`config.mk`:
```
export PLATFORM = sky130hd
export DESIGN_NAME = multi_lane_reg_loader
export DESIGN_NICKNAME = d
export VERILOG_FILES = /design/src/rtl/multi_lane_reg_loader.sv
export SDC_FILE = /design/constraint.sdc
export NUM_CORES = 1
export LEC_CHECK = 0
export BUFFER_PORTS_ARGS = -buffer_cell sky130_fd_sc_hd__clkbuf_2
export CORE_MARGIN = 2
export CORE_UTILIZATION = 50
export CTS_CLUSTER_DIAMETER = 60
export DETAILED_ROUTE_END_ITERATION = 8
export PLACE_DENSITY = 0.8
export SLEW_MARGIN = 20
export SYNTH_ARGS = -nofsm -noshare
export SYNTH_HDL_FRONTEND = slang
export SYNTH_SLANG_ARGS = --single-unit
```
`constraint.sdc`:
```
create_clock -name clk -period 1.83 [get_ports clk]
set_input_delay 0.183 -clock clk [delete_from_list [all_inputs] [get_ports clk]]
set_output_delay 0.183 -clock clk [all_outputs]
set_load 0.02 [all_outputs]
```
`src/rtl/multi_lane_reg_loader.sv`:
```
// Multi-channel, LANES-bit-per-beat register loader with whole-frame commit.
// Optional parity beat per frame: define LOADER_PARITY_EN.
module multi_lane_reg_loader #(
  parameter int LANES   = 4,
  parameter int REGSIZE = 128,
  parameter int NCH     = 2,
  parameter int SELW    = 2
) (
  input  logic                   clk,
  input  logic                   rst,
  input  logic [LANES-1:0]       din,
  input  logic [SELW-1:0]        sel,
  input  logic                   load,
  input  logic                   clr,
  input  logic                   clr_all,
  output logic [NCH*REGSIZE-1:0] regs_out,
  output logic [NCH-1:0]         pending,
  output logic [NCH-1:0]         done,
  output logic                   sel_err,
  output logic                   par_err
);

  localparam int BEATS = REGSIZE / LANES;
`ifdef LOADER_PARITY_EN
  localparam int CNTW  = $clog2(BEATS + 2);
`else
  localparam int CNTW  = $clog2(BEATS + 1);
`endif
  localparam logic [CNTW-1:0] LAST_DATA = CNTW'(BEATS - 1);
  localparam logic [SELW:0]   NCH_W     = NCH[SELW:0];

  generate
    if (((REGSIZE % LANES) != 0) || ((1 << SELW) < NCH)) begin : g_bad_cfg
      $error("multi_lane_reg_loader: REGSIZE must be a multiple of LANES and 2**SELW >= NCH");
    end
  endgenerate

  logic [NCH-1:0][REGSIZE-1:0] r_shadow;
  logic [NCH-1:0][REGSIZE-1:0] r_regs;
  logic [NCH-1:0][CNTW-1:0]    r_cnt;
  logic [NCH-1:0]              r_done;
  logic                        r_sel_err;
`ifdef LOADER_PARITY_EN
  logic [NCH-1:0][LANES-1:0]   r_par;
  logic                        r_par_err;
`endif

  logic                        w_sel_ok;
  logic [NCH-1:0]              w_clr_ch;
  logic [NCH-1:0]              w_load_ch;
  logic [NCH-1:0][REGSIZE-1:0] w_shifted;

  assign w_sel_ok = ({1'b0, sel} < NCH_W);

  // Decode the shared strobes into per-channel actions; clr masks a same-cycle load.
  always_comb begin
    // NOTE: every combinational output gets a default first, so no path leaves it unassigned and no latch is inferred.
    w_clr_ch  = '0;
    w_load_ch = '0;
    w_shifted = '0;
    for (int k = 0; k < NCH; k++) begin
      w_clr_ch[k]  = clr && w_sel_ok && (sel == SELW'(k));
      w_load_ch[k] = load && !clr && w_sel_ok && (sel == SELW'(k));
      // The cast keeps the low REGSIZE bits: oldest beat drops out of the top.
      w_shifted[k] = REGSIZE'({r_shadow[k], din});
    end
  end

  // NOTE: all state uses non-blocking assignments so every flop samples pre-edge values regardless of statement order.
  always_ff @(posedge clk) begin
    if (rst) begin
      // NOTE: the per-channel arrays are plain flops, not RAM, so resetting them is both legal and required here.
      r_shadow  <= '0;
      r_regs    <= '0;
      r_cnt     <= '0;
      r_done    <= '0;
      r_sel_err <= 1'b0;
`ifdef LOADER_PARITY_EN
      r_par     <= '0;
      r_par_err <= 1'b0;
`endif
    end else begin
      r_done    <= '0;
      r_sel_err <= 1'b0;
`ifdef LOADER_PARITY_EN
      r_par_err <= 1'b0;
`endif
      if (clr_all) begin
        r_shadow <= '0;
        r_regs   <= '0;
        r_cnt    <= '0;
`ifdef LOADER_PARITY_EN
        r_par    <= '0;
`endif
      end else begin
        r_sel_err <= (load || clr) && !w_sel_ok;
        for (int k = 0; k < NCH; k++) begin
          if (w_clr_ch[k]) begin
            r_shadow[k] <= '0;
            r_cnt[k]    <= '0;
`ifdef LOADER_PARITY_EN
            r_par[k]    <= '0;
`endif
          end else if (w_load_ch[k]) begin
`ifdef LOADER_PARITY_EN
            if (r_cnt[k] == CNTW'(BEATS)) begin
              // Parity beat: never shifted in, only compared against the fold.
              r_cnt[k] <= '0;
              r_par[k] <= '0;
              if (din == r_par[k]) begin
                r_regs[k] <= r_shadow[k];
                r_done[k] <= 1'b1;
              end else begin
                r_par_err <= 1'b1;
              end
            end else begin
              r_shadow[k] <= w_shifted[k];
              r_par[k]    <= r_par[k] ^ din;
              r_cnt[k]    <= r_cnt[k] + 1'b1;
            end
`else
            r_shadow[k] <= w_shifted[k];
            if (r_cnt[k] == LAST_DATA) begin
              r_regs[k] <= w_shifted[k];
              r_cnt[k]  <= '0;
              r_done[k] <= 1'b1;
            end else begin
              r_cnt[k]  <= r_cnt[k] + 1'b1;
            end
`endif
          end
        end
      end
    end
  end

  always_comb begin
    pending = '0;
    for (int k = 0; k < NCH; k++) begin
      pending[k] = (r_cnt[k] != '0);
    end
  end

  assign regs_out = r_regs;
  assign done     = r_done;
  assign sel_err  = r_sel_err;
`ifdef LOADER_PARITY_EN
  assign par_err  = r_par_err;
`else
  assign par_err  = 1'b0;
`endif

endmodule
```
==> reports/results.tsv, run 1 <==
metric	value	unit
outcome	finished clean	
Setup CP Type	reg2out	
Clock Latency Late Sink	0.59	ns
Die Ht	200	um
Max Buffers Root-to-Sink	3	
Netlist Area Pre-Place	0.0192	mm2
Final Slew Violations	0	
Slew HR	54.5	%
clock share of power	48.9	%
I/O pins	273	
area grow syn2layout	22.0	%
HPWL Detailed	29000	um
pin count of the biggest net entering global routing	123	
synthesized instance count	2282	
Max Fanout on Critical Path	5	
WL final	45800	um
Clock Pin Slew Worst Setup and Hold Paths	0.06	ns
initial DRC count	912	
Initial Utilization	50.8	%
Vias	15800	
Compound-Gate Fraction of Synth Area	6.82	%
type of the most critical hold path	in2reg	
worst r2r src	r_cnt[0]	
final instance area	0.0234	mm2
sequential share of the synthesized area	54.1	%
fin nets	2521	
Buffers & Inverters on Critical Path	1	
mux contribution to synthesized area	13.6	%
largest family of logic cells by synthesized area	simple AND/OR/NAND/NOR gates	
CTS tree	done	
Detailed Routing Iterations Pass 1	5	
die area	0.0400	mm2
most frequent cells in the layout	nand2_1 (1016), dfxtp_1 (518), clkbuf_2 (271)	
Placed Cells	2950	
ys flop type	dfxtp_1	
ANT nets after route	0	
Total Power	23100	uW
# diodes	0	
Routability Congestion	0.821	
DIE WIDTH	200	um
antenna violations before repair	0	
first-pass GRT wire length	72400	um
Mean Syn Cell Area	8.41	um2
r2r endpoint	regs_out[28]	
maximum clock rate	573	MHz
yosys warns	0	
Net Count, Synth	2297	
pwr/cell area	988	mW/mm2
reg2reg setup slack	0.14	ns
FF-to-FF path depth	7	
Cell Int Power	18200	uW
Rows	71	
Post-Synth Simple-Gate Area	21.3	%
critical path, cell by cell	nor4_2, nand2_1, clkbuf_2	
maximum vdd drop	771	uV
CP top delay family	simple AND/OR/NAND/NOR gates	
number of CTS-inserted buffers	53	
Max H-tree Level	2	
Placeable Area	0.0378	mm2
clk sinks	519	
Clock Tree Root	clkbuf_16	
most common cell after layout, fill and taps aside	nand2_1	
sw power	4900	uW
max capacitance violation total	0	
critical path launch point type	register	
Comb power frac	2.3	%
Post-Synth Adder-Cell Area	0.261	%
Final Setup Violations	0	
slew of the pin with the lowest slew margin	0.682	ns
clock skew	0.0205	ns
Finished Layout Cells	3061	
Vias per Instance	5.16	
Crit path depth	3	
Avg WL per Cell	15.0	um
switching share of power	21.2	%
Final Hold Fails	0	
end of the critical path	pending[1]	
ys async rst share	0	%
layout cells sized above 1	17.2	%
vias in the first global route	15000	
crit-path max cell delay	0.37	ns
Leakage	0.00797	uW
fin crit period	1.75	ns
Tcrit/Tclk final	95.4	%
Critical Path AT	1.56	ns
Cell variety after synth	35	
gr usage total	22.0	%
slowest stage cell on the critical path	dfxtp_1	
Req. time, crit path	1.65	ns
Yosys reg bits	519	
crit path capture type	output port	
Flop pwr share	48.9	%
dpl cell area	0.0213	mm2
Setup crit start	r_cnt[11]	
buffers added on ports	271	
EDFF count, synth	0	
xor and xnor area share after synthesis	0.0913	%
DRC viols	0	
GR Overflow Total	0	
metrics by stage:
stage	util [%]	hold WS [ns]	setup WS [ns]	TNS [ns]
after floorplan	-	0.260	-0.0408	-1.92
after global placement	56.5	0.442	-0.104	-10.18
after detailed placement	56.5	0.447	-0.170	-16.53
after CTS	61.6	0.0922	0.0144	0
after global routing	62.0	0.133	-0.00221	-0.00221
final	62.0	0.142	0.0841	0
state kept, by name, indices dropped and copies added (netlist names):
name      count
sel_err       1
r_shadow    248
r_cnt        12
done          2
regs_out    256
synth_stat cells, types with 2 or more instances:
cell type / instances / area (um2)
a21oi_1: 252 / 1260
clkbuf_1: 126 / 473
buf_2: 16 / 80.1
mux2i_1: 260 / 2600
nand3_1: 8 / 40.0
xnor2_1: 2 / 17.5
nand3b_1: 3 / 22.5
buf_1: 17 / 63.8
nor4_1: 3 / 18.8
dfxtp_1: 519 / 10400
inv_1: 8 / 30.0
nor2_1: 4 / 15.0
ha_1: 4 / 50.1
nor3_1: 8 / 40.0
buf_4: 12 / 90.1
or3_1: 2 / 12.5
nand2_1: 1018 / 3820
o21ai_0: 3 / 15.0
kinds of logic after synthesis:
| logic type | after synthesis |
|---|---|
| xor+xnor | 2 |
| fa+ha+maj | 4 |
| other cells | 1 |
| buf+inv | 179 |
| flops | 519 |
| simple gates | 1058 |
| compound gates | 259 |
| mux | 260 |
layer usage:
layer / share of wire [%] / track usage [%] / up-vias
met4: 2.8 / 8.56 / 0
met2: 48 / 36.4 / 426
met1: 44 / 28.3 / 7455
li1: - / - / 7811
met3: 5.7 / 4.47 / 88
met5: 0 / 0 / -
layout make-up:
type / instances / area [um2]
fillers: 3086 / 14300
multi-input cells: 1584 / 8160
clock inverters: 20 / 262
clock buffers: 79 / 1610
repair buffers: 340 / 2320
inverters: 8 / 30.0
well taps: 511 / 639
flip-flops and latches: 519 / 10400
worst min-delay path by stage:
stage                       start       endpoint  slack, ns  cells after the start
floorplan                     rst        sel_err       0.26                      1
global placement     regs_out[18]   regs_out[18]       0.44                      2
detailed placement  regs_out[211]  regs_out[211]       0.45                      2
CTS                        sel[0]       r_cnt[2]       0.09                      4
global route               sel[1]       r_cnt[2]       0.13                      4
finish                     sel[1]       r_cnt[2]       0.14                      4
power by group through the flow:
stage	clock network [uW]	logic, uW	registers (uW)
CTS	11500	528	11300
global route	11900	573	11300
finish	11300	528	11300
detailed placement	0	519	11600
floorplan	0	322	11600
global placement	0	514	11600
worst register-to-register path, stage by stage, from the launching register on:
cell and delay (ns):
dfxtp_1 0.34, ha_2 0.22, nand2_1 0.11, nor4_4 0.17
buf_4 0.16, buf_12 0.14, buf_12 0.20, mux2i_1 0.27
timing repair:
item | 4_1_cts | 5_1_grt
endpoints found under the hold margin | 16 | 0
gates resized for setup | 1 | 9
hold buffers | 6 | 0
buffers inserted | 0 | 2
pin swaps | 0 | 3
endpoints found under the setup margin | 1 | 130
cloned | 0 | 4
Power figures use the tool's default switching activity.
==> run 2, diff against run 1 <==
- CELL_PAD_IN_SITES_DETAIL_PLACEMENT: unset -> 0
- CELL_PAD_IN_SITES_GLOBAL_PLACEMENT: unset -> 2
- CORE_UTILIZATION: 50 -> 31
- PLACE_DENSITY: 0.8 -> 0.82
==> reports/results.tsv, run 2 (same netlist as run 1, synthesis figures left out) <==
metric	value	unit	change
Rows	91		+28%
Clock Tree Root	clkbuf_16		
buffers added on ports	271		unchanged
Avg WL per Cell	15.1	um	+1.2%
CTS tree	done		
Slew HR	66.1	%	+12 points
clk sinks	519		unchanged
Leakage	0.00829	uW	+4.0%
setup tns final	0	ns	unchanged
Clock Pin Slew Worst Setup and Hold Paths	0.07	ns	about the same
critical path launch point type	register		
Final Setup Violations	0		unchanged
GR Overflow Total	0		unchanged
layout cells sized above 1	18.8	%	+1.5 points
Max Buffers Root-to-Sink	3		unchanged
outcome	finished clean		
# diodes	0		unchanged
DIE WIDTH	253	um	+26%
slew of the pin with the lowest slew margin	0.508	ns	-0.173 ns
most common cell after layout, fill and taps aside	nand2_1		
gr usage total	15.3	%	-6.7 points
Detailed Routing Iterations Pass 1	5		unchanged
reg2reg setup slack	0.08	ns	-0.06 ns
maximum clock rate	572	MHz	-0.13%
max reg flops	256		unchanged
Final Hold Fails	0		unchanged
Critical Path AT	2.26	ns	+0.70 ns
DRC viols	0		unchanged
ANT nets after route	0		unchanged
FF-to-FF path depth	6		-1
Worst Hold Launch	clr_all		
number of CTS-inserted buffers	57		+7.5%
crit path capture type	register		
fillcell total	6263		+100%
fin nets	2556		+1.4%
maximum vdd drop	581	uV	-25%
Die Ht	253	um	+26%
Routability Congestion	0.755		-8.0%
Vias per Instance	4.65		-9.9%
Final WS setup	0.0818	ns	-0.00225 ns
Final Slew Violations	0		unchanged
Tcrit/Tclk final	95.5	%	+0.12 points
clock skew	0.0183	ns	-0.00221 ns
vias in the first global route	14900		-0.79%
pin count of the biggest net entering global routing	81		-34%
WHS Endpoint	regs_out[191]		
Max Fanout on Critical Path	24		+19
area grow syn2layout	27.2	%	
worst r2r src	r_cnt[6]		
antenna violations before repair	0		unchanged
WL final	51100	um	+12%
Setup CP Type	reg2reg		
Clock Latency Late Sink	0.60	ns	about the same
fin crit period	1.75	ns	+0.00225 ns
most frequent cells in the layout	nand2_1 (1016), dfxtp_1 (515), clkbuf_2 (269)		
Hold Path Stages	5		+1
r2r endpoint	regs_out[254]		
Vias	15700		-0.58%
die area	0.0639	mm2	+60%
Placeable Area	0.0615	mm2	+63%
Initial Utilization	31.2	%	-20 points
Req. time, crit path	2.34	ns	+0.69 ns
HPWL Detailed	33600	um	+16%
pwr/cell area	1010	mW/mm2	+2.7%
first-pass GRT wire length	80200	um	+11%
Max H-tree Level	2		unchanged
I/O pins	273		unchanged
type of the most critical hold path	in2reg		
pre-CTS WS	-0.218	ns	-0.0479 ns
max capacitance violation total	0		unchanged
post-route core utilization	39.7	%	-22 points
Fin Hold WS	0.0690	ns	-0.0728 ns
initial DRC count	908		-0.44%
[run 2: how the worst max path moves through the flow]
stage,start,to,slack (ns)
finish,r_cnt[6],regs_out[254],0.08
global route,r_cnt[4],pending[0],-0.001
CTS,r_cnt[5],pending[0],0.004
detailed placement,clr,regs_out[24],-0.22
global placement,clr,regs_out[0],-0.15
floorplan,r_cnt[6],regs_out[206],-0.04
[run 2: final cells by class]
cell class | instances | area, um2 | area share [%]
Clock buffer | 74 | 1650 | 6.77
Clock inverter | 30 | 489 | 2.00
Inverter | 8 | 30.0 | 0.123
Multi-Input combinational cell | 1584 | 8160 | 33.5
Sequential cell | 519 | 10400 | 42.6
Tap cell | 790 | 988 | 4.05
Timing Repair Buffer | 371 | 2690 | 11.0
[run 2: per-layer routing]
metal	share of wire, %	wire (um)	global-route usage, %
met5	0	0	0
met4	1.9	953	3.87
met3	4.7	2400	3.29
met2	45	23000	23.9
met1	48	24700	21.5
[run 2: worst max-delay path, cell delays in order (launching register included)]
cell and delay (ns):
dfxtp_1 0.34, ha_1 0.17, nand2_1 0.09, nor4_2 0.29, buf_4 0.30, buf_12 0.24
mux2i_1 0.21
[run 2: metrics by stage]
| step | area (um2) | power [uW] | std cells |
|---|---|---|---|
| floorplan | 19200 | 11900 | 2282 |
| global placement | 22000 | 12200 | 3258 |
| detailed placement | 22000 | 12200 | 3258 |
| CTS | 24200 | 25200 | 3368 |
| global route | 24400 | 25600 | 3376 |
| finish | 24400 | 24800 | 3376 |
[run 2: timing repair]
item	CTS	global route
buffers inserted	0	2
pin swaps	0	3
setup endpoints to repair	2	94
hold buffers	6	0
hold endpoints to repair	15	0
cloned	0	6
gates resized for setup	2	27
[run 2: power by group]
part / internal [uW] / leakage [uW] / switching (uW) / total, uW
logic: 168 / 0.00306 / 439 / 607
clock network: 8060 / 0.00105 / 4800 / 12900
registers: 11300 / 0.00418 / 1.90 / 11300
==> run 3, diff against run 2 <==
==> constraint.sdc (replaced) <==
create_clock -name clk -period 1.83 [get_ports clk]
set_input_delay 0.0915 -clock clk [delete_from_list [all_inputs] [get_ports clk]]
set_output_delay 0.0915 -clock clk [all_outputs]
set_load 0.02 [all_outputs]
==> reports/results.tsv, run 3 (same netlist as run 1, synthesis figures left out) <==
metric	value	unit	change
outcome	finished clean		
Total Power	23600	uW	-4.6%
Clock Tree Root	clkbuf_16		
Tcrit/Tclk final	94.2	%	-1.3 points
CTS tree	done		
slew of the pin with the lowest slew margin	0.513	ns	+0.00453 ns
DIE WIDTH	253	um	unchanged
antenna violations before repair	0		unchanged
Max Fanout on Critical Path	5		-79%
fin crit period	1.72	ns	-0.0244 ns
layout cells sized above 1	17.7	%	-1.1 points
Slew HR	65.8	%	-0.30 points
vias in the first global route	15000		+0.47%
max capacitance violation total	0		unchanged
critical path, cell by cell	nor4_1, nand2_1, clkbuf_2		
die area	0.0639	mm2	unchanged
DRC viols	0		unchanged
initial DRC count	791		-13%
fillcell total	6330		+1.1%
maximum clock rate	580	MHz	+1.4%
clock skew	0.0176	ns	-0.000693 ns
max reg flops	256		unchanged
Final Setup Violations	0		unchanged
Leakage	0.00810	uW	-2.2%
Buffers & Inverters on Critical Path	1		-1
most frequent cells in the layout	nand2_1 (1016), dfxtp_1 (519), clkbuf_2 (271)		
Detailed Routing Iterations Pass 1	5		unchanged
number of CTS-inserted buffers	58		+1.8%
pwr/cell area	986	mW/mm2	-2.8%
gr usage total	15.3	%	-0.016 points
WL final	50600	um	-1.0%
HPWL Detailed	33200	um	-1.2%
Final Hold Fails	0		unchanged
buffers added on ports	271		unchanged
CP top delay family	simple AND/OR/NAND/NOR gates		
pre-CTS WS	-0.152	ns	+0.0662 ns
Clock Latency Late Sink	0.60	ns	about the same
I/O pins	273		unchanged
first-pass GRT wire length	80100	um	-0.15%
Avg WL per Cell	15.0	um	-0.69%
critical path launch point type	register		
crit-path max cell delay	0.37	ns	+0.03 ns
Rows	91		unchanged
RSZ-0062 raised after global routing	no		
clk sinks	519		unchanged
Die Ht	253	um	unchanged
reg2reg setup slack	0.16	ns	+0.08 ns
Max H-tree Level	2		unchanged
setup tns final	0	ns	unchanged
Placeable Area	0.0615	mm2	unchanged
Setup CP Type	reg2out		
slowest stage cell on the critical path	dfxtp_1		
Req. time, crit path	1.74	ns	-0.60 ns
Initial Utilization	31.2	%	unchanged
Clock Pin Slew Worst Setup and Hold Paths	0.06	ns	about the same
Max Buffers Root-to-Sink	3		unchanged
most common cell after layout, fill and taps aside	nand2_1		
crit path capture type	output port		
Critical Path AT	1.63	ns	-0.63 ns
Final WS setup	0.106	ns	+0.0244 ns
maximum vdd drop	710	uV	+22%
ANT nets after route	0		unchanged
fin nets	2543		-0.51%
# diodes	0		unchanged
GR Overflow Total	0		unchanged
Vias	15600		-0.41%
Vias per Instance	4.64		about the same
area grow syn2layout	24.8	%	
Final Slew Violations	0		unchanged
pin count of the biggest net entering global routing	99		+22%
Routability Congestion	0.747		-1.1%
type of the most critical hold path	in2reg		
run 3: path summary, 6_finish.rpt:
check | cells past startpoint | end | from
worst max-delay path | 3 | pending[1] | r_cnt[11]
worst min-delay path | 6 | r_shadow[141] | sel[1]
worst max register to register | 6 | regs_out[235] | r_cnt[6]
worst min register to register | 2 | regs_out[40] | regs_out[40]
run 3: report_power, final:
| part | internal [uW] | switching [uW] | leakage, uW |
|---|---|---|---|
| registers | 11300 | 1.67 | 0.00418 |
| logic | 152 | 433 | 0.00296 |
| clock network | 6970 | 4770 | 0.000966 |
| total | 18400 | 5200 | 0.00810 |
run 3: routing by layer:
layer  vias up  wire (um)  track usage (%)
met1      7352      24000             21.1
met5         -          0                0
met3        77       2690             3.07
met4         0       1050             4.53
met2       331      22800             24.1
li1       7864          -                -
run 3: worst min-delay path, delay by kind of cell:
family,cells,cell delay [ns]
buf+inv,3,0.40
simple gates,2,0.14
compound gates,1,0.05
run 3: final cells by class:
cell class | instances | area, um2 | area share [%]
well taps | 790 | 988 | 4.13
flip-flops and latches | 519 | 10400 | 43.4
clock buffers | 86 | 1730 | 7.23
clock inverters | 21 | 208 | 0.867
inverters | 8 | 30.0 | 0.125
multi-input cells | 1584 | 8150 | 34.0
repair buffers | 357 | 2450 | 10.2
run 3: metrics by stage:
step | instance area (um2) | hold slack (ns) | instances | util, %
2_1_floorplan | 19200 | 0.168 | 2282 | -
3_3_place_gp | 21900 | 0.315 | 3248 | 35.6
3_5_place_dp | 21900 | 0.323 | 3248 | 35.6
4_1_cts | 23900 | 0.0862 | 3362 | 38.9
5_1_grt | 23900 | 0.126 | 3365 | 39.0
6_report | 23900 | 0.126 | 3365 | 39.0
run 3: timing repair:
action	in CTS	in global routing
hold buffers	7	0
hold endpoints to repair	21	0
buffers inserted	0	3
resized for setup	0	4
endpoints found under the setup margin	0	77
